### src/rtl/memory_ctrl.sv
// Single-request initiator for the memory unit: valid/ready request in, fixed-latency access, held response out.
// Optional write readback check is compiled in with MEM_CTRL_VERIFY_EN.
module memory_ctrl #(
  parameter int ADDR_W    = 3,
  parameter int DATA_W    = 8,
  parameter int READ_LAT  = 2,
  parameter int WRITE_LAT = 2
) (
  input  logic              clk,
  input  logic              rst,
  input  logic              req_valid,
  output logic              req_ready,
  input  logic              req_we,
  input  logic [ADDR_W-1:0] req_addr,
  input  logic [DATA_W-1:0] req_wdata,
  output logic              rsp_valid,
  input  logic              rsp_ready,
  output logic              rsp_is_write,
  output logic [DATA_W-1:0] rsp_rdata,
  output logic              rsp_err,
  output logic              mem_select,
  output logic              mem_op,
  output logic [ADDR_W-1:0] mem_addr,
  output logic [DATA_W-1:0] mem_wdata,
  input  logic [DATA_W-1:0] mem_rdata
);

  localparam int MAX_LAT = (READ_LAT > WRITE_LAT) ? READ_LAT : WRITE_LAT;
  localparam int CNT_W   = $clog2(MAX_LAT) + 1;

  typedef enum logic [2:0] {
    S_IDLE,
    S_ISSUE,
    S_WAIT,
    S_RESP,
    S_RB_ISSUE,
    S_RB_WAIT
  } state_t;

  state_t             state_q, state_d;
  logic               we_q, we_d;
  logic [ADDR_W-1:0]  addr_q, addr_d;
  logic [DATA_W-1:0]  wdata_q, wdata_d;
  logic [CNT_W-1:0]   cnt_q, cnt_d;
  logic [DATA_W-1:0]  rdata_q, rdata_d;
`ifdef MEM_CTRL_VERIFY_EN
  logic               err_q, err_d;
`endif

  always_ff @(posedge clk or posedge rst) begin
    if (rst) begin
      state_q <= S_IDLE;
      we_q    <= 1'b0;
      addr_q  <= '0;
      wdata_q <= '0;
      cnt_q   <= '0;
      rdata_q <= '0;
`ifdef MEM_CTRL_VERIFY_EN
      err_q   <= 1'b0;
`endif
    end else begin
      state_q <= state_d;
      we_q    <= we_d;
      addr_q  <= addr_d;
      wdata_q <= wdata_d;
      cnt_q   <= cnt_d;
      rdata_q <= rdata_d;
`ifdef MEM_CTRL_VERIFY_EN
      err_q   <= err_d;
`endif
    end
  end

  always_comb begin
    state_d = state_q;
    we_d    = we_q;
    addr_d  = addr_q;
    wdata_d = wdata_q;
    cnt_d   = cnt_q;
    rdata_d = rdata_q;
`ifdef MEM_CTRL_VERIFY_EN
    err_d   = err_q;
`endif
    case (state_q)
      S_IDLE: begin
        if (req_valid) begin
          we_d    = req_we;
          addr_d  = req_addr;
          wdata_d = req_wdata;
          state_d = S_ISSUE;
        end
      end
      S_ISSUE: begin
        cnt_d   = we_q ? CNT_W'(WRITE_LAT - 1) : CNT_W'(READ_LAT - 1);
        state_d = S_WAIT;
      end
      S_WAIT: begin
        if (cnt_q == '0) begin
          if (we_q) begin
`ifdef MEM_CTRL_VERIFY_EN
            state_d = S_RB_ISSUE;
`else
            rdata_d = '0;
            state_d = S_RESP;
`endif
          end else begin
            rdata_d = mem_rdata;
`ifdef MEM_CTRL_VERIFY_EN
            err_d   = 1'b0;
`endif
            state_d = S_RESP;
          end
        end else begin
          cnt_d = cnt_q - CNT_W'(1);
        end
      end
`ifdef MEM_CTRL_VERIFY_EN
      S_RB_ISSUE: begin
        cnt_d   = CNT_W'(READ_LAT - 1);
        state_d = S_RB_WAIT;
      end
      S_RB_WAIT: begin
        if (cnt_q == '0) begin
          rdata_d = mem_rdata;
          err_d   = (mem_rdata != wdata_q);
          state_d = S_RESP;
        end else begin
          cnt_d = cnt_q - CNT_W'(1);
        end
      end
`endif
      S_RESP: begin
        if (rsp_ready) state_d = S_IDLE;
      end
      default: state_d = S_IDLE;
    endcase
  end

  // Readback phases reuse the captured address but must present a read op.
  assign req_ready    = (state_q == S_IDLE) & ~rst;
  assign rsp_valid    = (state_q == S_RESP);
  assign rsp_is_write = we_q;
  assign rsp_rdata    = rdata_q;
  assign mem_select   = (state_q == S_ISSUE) | (state_q == S_RB_ISSUE);
  assign mem_op       = we_q & ~((state_q == S_RB_ISSUE) | (state_q == S_RB_WAIT));
  assign mem_addr     = addr_q;
  assign mem_wdata    = wdata_q;
`ifdef MEM_CTRL_VERIFY_EN
  assign rsp_err      = err_q;
`else
  assign rsp_err      = 1'b0;
`endif

endmodule

### config.mk
export PLATFORM = sky130hd
export DESIGN_NAME = memory_ctrl
export DESIGN_NICKNAME = d
export VERILOG_FILES = /design/src/rtl/memory_ctrl.sv
export SDC_FILE = /design/constraint.sdc
export NUM_CORES = 1
export LEC_CHECK = 0
export BUFFER_PORTS_ARGS = -buffer_cell sky130_fd_sc_hd__buf_2
export CAP_MARGIN = 20
export CORE_ASPECT_RATIO = 1.25
export CORE_UTILIZATION = 34
export CTS_CLUSTER_DIAMETER = 100
export DETAILED_ROUTE_END_ITERATION = 10
export PLACE_DENSITY_LB_ADDON = 0.05
export SYNTH_ARGS = -nofsm -noshare
export SYNTH_HDL_FRONTEND = slang
export SYNTH_SLANG_ARGS = --single-unit
### constraint.sdc
create_clock -name clk -period 2.15 [get_ports clk]
set_clock_uncertainty 0.2 [all_clocks]
set_input_delay 0.3225 -clock clk [delete_from_list [all_inputs] [get_ports clk]]
set_output_delay 0.3225 -clock clk [all_outputs]
set_load 0.03 [all_outputs]
==> results.txt, run 1 <==
The share of synthesized cell area in and, or, nand and nor gates is 9.47%. The worst setup timing slack at the placement stage is 0.173 ns. The final hold violation count was 0. The placeable core area is 3000 µm².

The final setup slack of the worst path is 0.166 ns. The pin count of the biggest net entering global routing came out at 17. For the final routed database, the setup TNS stands at 0 ns. In this run, post-CTS repair resized a total of 0 instances. The TritonCTS clock tree is built. Setup repair after global routing left no endpoint under its margin.

The total design power came out at 0.00230 W. The worst slack on hold paths is 0.0308 ns. Clock tree synthesis found a total of 24 sinks. Dividing the final minimum period by the clock period gives 92.3%. The number of buffers between clock root and the deepest sink is 2. The adder-cell share of the synthesized area came out at 7.99%. The post-CTS clock slew at the launch and capture registers of the worst setup and hold paths is 0.13 ns. The number of buffers inserted to repair setup after CTS is 0. The minimum clock period came out at 1.98 ns.

Measured on the finished design, the core utilization comes to 47.7%. The beginning of the worst register-to-register path is state_q[0]. Summing the areas of all compound-gate instances in the mapped netlist gives 5.25% of the synthesized area. For this block, the initial DRC count from the detailed router was 28. The count of input and output buffers came out at 47. Yosys printed 0 warnings. Before antenna repair, the detailed router went through 4 iterations. The post-detailed-route wirelength per cell is 11.2 µm.

The DRC violation count after routing came out at 0. The global-route met3 utilization came out at 3.24%. The number of nets in the final layout came out at 174. The worst hold path belongs to the class primary input to flip-flop. The row count came out at 22. The total count of max-transition violations in the final report came out at 0. Summed over all layers, the global routing overflow is 0. The number of global-route vias before repair came out at 801. The maximum net fanout on the critical path came out at 4. Global routing consumed, over all layers together, 13.9% of the routing resources. The analysis attributes to net switching a power of 0.000995 W. The final estimated routing congestion in global placement came out at 0.672. The highest ir drop seen on vdd is 0.699 mV.

The achievable frequency is 504 MHz. The wire length after detailed routing is 2000 µm. The switching fraction of total power came out at 43.3%. Using the TritonRoute via totals, the vias-per-cell ratio works out to 4.53.

The sequential-to-total area share from yosys stat came out at 54.8%. The first-pass GRT wire length is 3460 µm. The number of H-tree levels is 1. The count of distinct cell types in the synthesized netlist is 16. The clock network accounts for 14.1% of the total power.

met2 is the most crowded layer. The count of maximum capacitance violations is 0. The count of state elements after synthesis came out at 24.

The effective utilization at floorplan is 36.5%. The die height came out at 65.5 µm. The insertion delay to the later sink of the worst-skew pair is 0.31 ns.

The share of total power dissipated in sequential elements is 34.0%. The half-perimeter wire length after detailed placement is 1570 µm. The portion of synthesized area spent on multiplexers is 17.2%. The run finished with clean final reports. STA puts the critical path data required time at 1.63 ns. The met2 track utilization from global routing is 22.6%.

The detail route stage leaves a number of antenna-violating nets equal to 0. The mean instance size in the synthesized netlist is 11.9 µm². The cell count after synthesis came out at 92.

STA classifies the critical path startpoint as a flip-flop. The critical path is of the flip-flop to output port type. The initial antenna violation count is 0.

STA classifies the critical path endpoint as an output port. The number of clock buffers added by TritonCTS is 3. In this run the clock root is driven by a clkbuf_4.

The met1 routing resource usage after global routing came out at 17.2%. The power per cell area is 1610 nW/µm². The share of total power dissipated in combinational logic is 51.9%. The number of diodes is 0.

The startpoint identified for the worst hold timing path is req_wdata[3]. The leakage power is 0.758 nW. The die covers 3460 µm². The number of hold-repair buffers added at the cts stage came out at 1. The post-synthesis instance area came out at 1100 µm². Setup violations remaining at the end of the flow were counted as 0. After synthesis, the largest family of logic cells by area is multiplexers. The worst endpoint data arrival time came out at 1.46 ns. The number of ports placed on the die boundary is 49. The die span in x came out at 52.8 µm. The critical path startpoint is state_q[0]. The total number of vias came out at 806. The synthesized netlist net count is 123. The layout cell share with drive strength beyond 1 came out at 47.2%. Of the total synthesized cell area, the portion taken by XOR and XNOR cells is 0%.

The cell-internal power is 0.00130 W. The layout overhead on the synthesized area came out at 30.5%.
[layout by cell type, fill, tap and decap left out, types with 2 or more instances in the layout]
cell and instances:
inv_1 8, buf_2 47, clkbuf_4 3, nand2_1 11, o21ai_0 8, dfrtp_1 24
ha_1 7, mux2i_1 2, buf_4 2, mux2_2 14, nand2b_1 9
[layer usage]
| layer | share of wire (%) | wire [µm] |
|---|---|---|
| met5 | 0 | 0 |
| met4 | 1.0 | 20 |
| met3 | 8.0 | 160 |
| met2 | 47 | 944 |
| met1 | 44 | 877 |
[area by class of cell]
class,count,area [µm²]
fillers,302,1570
flip-flops and latches,24,601
multi-input cells,56,442
repair buffers,50,260
well taps,36,45.0
clock inverters,1,30.0
inverters,8,30.0
clock buffers,3,22.5
[registers in the layout (all words and copies together) (netlist names)]
| register | cells |
|---|---|
| state_q | 2 |
| mem_wdata | 8 |
| cnt_q | 2 |
| mem_addr | 3 |
| rsp_is_write | 1 |
| rsp_rdata | 8 |
[through the flow]
stage | area (µm²) | instances
global placement | 1370 | 173
detailed placement | 1370 | 173
CTS | 1430 | 178
floorplan | 1100 | 92
global route | 1430 | 178
finish | 1430 | 178
[power groups by stage]
stage	registers [W]	logic (W)	clock network, W
floorplan	0.00113	0.000556	0
global placement	0.000782	0.00118	0
detailed placement	0.000796	0.00121	0
CTS	0.000784	0.00121	0.000338
global route	0.000808	0.00131	0.000355
finish	0.000781	0.00119	0.000323
[critical path, stage by stage, from the launching register on]
cell and delay (ns):
dfrtp_1 0.44, inv_1 0.14, ha_1 0.23, nor2b_1 0.14
buf_2 0.20
[synthesized netlist by cell type (all sizes together)]
master	instances	area, µm²
o21ai	8	40.0
dfrtp	24	601
inv	8	30.0
nor2b	1	6.26
nand2b	9	56.3
mux2i	2	20.0
ha	7	87.6
a222oi	1	10.0
mux2	15	169
clkbuf	1	3.75
o21bai	1	7.51
buf	3	20.0
conb	1	3.75
nand2	11	41.3
[cells by family (layout without fill, tap and decap cells)]
group | after synthesis | in the layout
DFF | 24 | 24
and+or+nand+nor | 21 | 21
muxes | 17 | 17
buffers and inverters | 12 | 62
AOI/OAI and AO/OA | 10 | 10
adders and majority gates | 7 | 7
other | 1 | 1
[worst paths after layout]
kind | endpoint | cells after the start | slack [ns]
setup / recovery | req_ready | 4 | 0.17
setup reg to reg | state_q[1] | 4 | 0.17
hold / removal | mem_wdata[3] | 2 | 0.03
min in group asynchronous | rsp_rdata[4] | 3 | 0.31
hold reg to reg | rsp_rdata[2] | 2 | 0.29
max in group asynchronous | mem_addr[1] | 4 | 0.91
Note: power is estimated with default switching activity, not from simulation.
==> run 2: changes to the inputs <==
--- a/config.mk
+++ b/config.mk
@@ -7,11 +7,14 @@
 export LEC_CHECK = 0
 export BUFFER_PORTS_ARGS = -buffer_cell sky130_fd_sc_hd__buf_2
 export CAP_MARGIN = 20
-export CORE_ASPECT_RATIO = 1.25
+export CELL_PAD_IN_SITES_DETAIL_PLACEMENT = 1
+export CELL_PAD_IN_SITES_GLOBAL_PLACEMENT = 1
+export CORE_ASPECT_RATIO = 0.7
 export CORE_UTILIZATION = 34
 export CTS_CLUSTER_DIAMETER = 100
 export DETAILED_ROUTE_END_ITERATION = 10
 export PLACE_DENSITY_LB_ADDON = 0.05
+export SKIP_LAST_GASP = 1
 export SYNTH_ARGS = -nofsm -noshare
 export SYNTH_HDL_FRONTEND = slang
 export SYNTH_SLANG_ARGS = --single-unit
==> run 2 against run 1 <==
Net effect:
- critical path depth unchanged
- clock power increased by 21%
- non-clock buffer count decreased by 1
- cell area increased by 0.79%
- register-to-register slack got worse by 0.07 ns
- worst hold slack improved by 0.053 ns
- routed wire length increased by 20%
- global-route usage increased by 1.8 points
- count of clock-buffer cells in the layout unchanged
- power increased by 4.4%
- fmax decreased by 3.2%
==> results.txt, run 2 (synthesis gave the netlist of run 1 again) <==
The DRC violation count after routing is 0 (unchanged). The commonest non-fill, non-tap cell in the layout is buf_2 (unchanged). The number of hold-repair buffers added at the cts stage is 1 (unchanged). The placeable core area came out at 2920 µm² (was 3000 µm²). The first-pass GRT wire length was 4190 µm (was 3460 µm). The count of input and output buffers is 47 (unchanged). The post-CTS clock slew at the launch and capture registers of the worst setup and hold paths came out at 0.08 ns (was 0.13 ns). The number of buffers between clock root and the deepest sink came to 2 (unchanged).

The transition time at the pin with the least slew margin came out at 0.549 ns. The count of final setup violators was 0 (unchanged). Cell chain of the critical path: inv_1 > ha_1 > a222oi_1 > mux2_1 (was inv_1 > ha_1 > nor2b_1 > buf_2). The number of diodes is 0 (unchanged). The die area came out at 3460 µm² (about the same). The half-perimeter wire length after detailed placement came to 1870 µm (was 1570 µm). The sort of element at the start of the critical path is a flip-flop (unchanged).

The fraction of the cycle the final worst path needs is 95.3% (was 92.3%). Run status: finished clean (unchanged). The overall fraction of global-route tracks in use came to 15.7% (was 13.9%). The residual antenna-violating net count after detailed routing is 0 (unchanged). The number of H-tree levels is 1 (unchanged). The count of placed standard cells in the final layout, fillers left out is 177 (was 178). Setup repair after global routing missed its margin: false (unchanged). The pin count of the biggest net entering global routing was 25 (was 17). The number of buffers and inverters on the critical path came out at 1 (was 2). Measured against its own limit, the worst slew margin works out to 63.4%. The layout overhead on the synthesized area came out at 31.5% (was 30.5%). The global route total overflow came to 0 (unchanged).

The highest ir drop seen on vdd came out at 0.730 mV (was 0.699 mV). The die span in x is 69.9 µm (was 52.8 µm). The worst min-delay path class is primary input to flip-flop (unchanged). The minimum clock period is 2.05 ns (was 1.98 ns). The leakage power came out at 0.761 nW (was 0.758 nW).

The endpoint required time on the critical path came to 2.10 ns (was 1.63 ns). The power per cell area came out at 1660 nW/µm² (was 1610 nW/µm²). The number of DRC markers in iteration 0 is 13 (was 28). The total count of max-transition violations in the final report is 0 (unchanged). The initial antenna violation count is 0 (unchanged). The total number of vias came to 837 (was 806).

The number of global-route vias before repair came out at 893 (was 801). The number of ports placed on the die boundary is 49 (unchanged). The post-detailed-route wirelength per cell came to 13.5 µm (was 11.2 µm). The maximum net fanout on the critical path came out at 4 (unchanged). The row count came to 16 (was 22).

The via count normalized by instance count is 4.73 (was 4.53). The CTS root buffer was clkbuf_8 (was clkbuf_4). The TritonCTS clock tree is built (unchanged).

The count of cells resized by post-cts repair was 0 (unchanged). The count of maximum capacitance violations is 0 (unchanged). The number of nets in the final layout is 173 (was 174).

The die height is 49.5 µm (was 65.5 µm). The standard cell with the maximum stage delay on the critical path is a222oi_1 (was dfrtp_1). The final hold violation count came out at 0 (unchanged). The number of buffers inserted to repair setup after CTS was 0 (unchanged). The dominant delay contributor by cell family on the critical path is compound AO/OA/AOI/OAI gates (was flip-flops). The number of buffers created by CTS is 3 (unchanged). The critical path start-end classification is flip-flop to flip-flop (was flip-flop to output port). The number of fill cells in the layout is 346 (was 302). The final estimated routing congestion in global placement came out at 0.692 (was 0.672).

The total design power came out at 0.00240 W (was 0.00230 W). The total number of clock tree sinks came out at 24 (unchanged). The effective utilization at floorplan is 37.5% (was 36.5%).

Most used cells in the layout excluding fill and tap cells: 47 x buf_2, 24 x dfrtp_1, 14 x mux2_2, 11 x nand2_1, 9 x nand2b_1 (unchanged). The total negative setup slack is 0 ns (unchanged). The largest stage delay on the critical path is 0.56 ns (was 0.44 ns). The achievable frequency came out at 488 MHz (was 504 MHz).

The kind of end point of the critical path is a flip-flop (was output port). The insertion delay to the later sink of the worst-skew pair came out at 0.26 ns (was 0.31 ns). The worst endpoint data arrival time came to 2.00 ns (was 1.46 ns). The layout cell share with drive strength beyond 1 came to 46.8% (was 47.2%).

The total placed cells including tap cells is 172 (was 173). The total iterations of the first detailed-routing run came out at 4 (unchanged). The wire length after detailed routing is 2390 µm (was 2000 µm).
==> run 2: cell count changes in the layout (fill, tap and decap cells not counted) <==
cell,change
clkbuf_4,-3
clkbuf_8,+3
buf_4,-1
==> run 2: cell type report <==
class	instances	area (µm²)	share of cell area [%]
clock buffer	3	41.3	2.86
clock inverter	1	30.0	2.08
inverter	8	30.0	2.08
multi-input combinational	56	442	30.6
sequential	24	601	41.7
tap	36	45.0	3.13
timing repair buffer	49	253	17.5
==> run 2: power breakdown <==
group,switching [W],total [W],leakage (nW),internal (W)
logic,0.000761,0.00121,0.433,0.000454
clock network,0.000142,0.000391,0.0357,0.000249
registers,0.000135,0.000792,0.293,0.000658
total,0.00104,0.00240,0.761,0.00136
==> run 2: stage by stage <==
step	hold slack (ns)	setup WS [ns]	cell area, µm²	util (%)
final	0.0835	0.100	1440	49.3
after global routing	0.0671	0.00301	1440	49.3
after CTS	0.0750	0.100	1440	49.3
after detailed placement	0.198	0.118	1360	46.5
after global placement	0.200	0.275	1360	46.5
after floorplan	0.137	0.322	1100	-
==> run 2: worst paths after layout <==
check	start	slack, ns	depth (start not counted)	end
min in group asynchronous	rst	0.44	4	state_q[0]
min reg2reg	rsp_rdata[1]	0.28	2	rsp_rdata[1]
max in group asynchronous	rst	1.08	4	mem_wdata[4]
max	state_q[0]	0.10	4	state_q[1]
max reg2reg	state_q[0]	0.10	4	state_q[1]
min	req_addr[1]	0.08	2	mem_addr[1]
==> run 2: layer usage <==
| layer | vias up | GRT usage [%] | wire length, µm |
|---|---|---|---|
| met1 | 407 | 17.8 | 974 |
| met4 | 0 | 4.00 | 38 |
| met5 | - | 0 | 0 |
| li1 | 393 | - | - |
| met2 | 31 | 27.9 | 1230 |
| met3 | 6 | 5.93 | 148 |
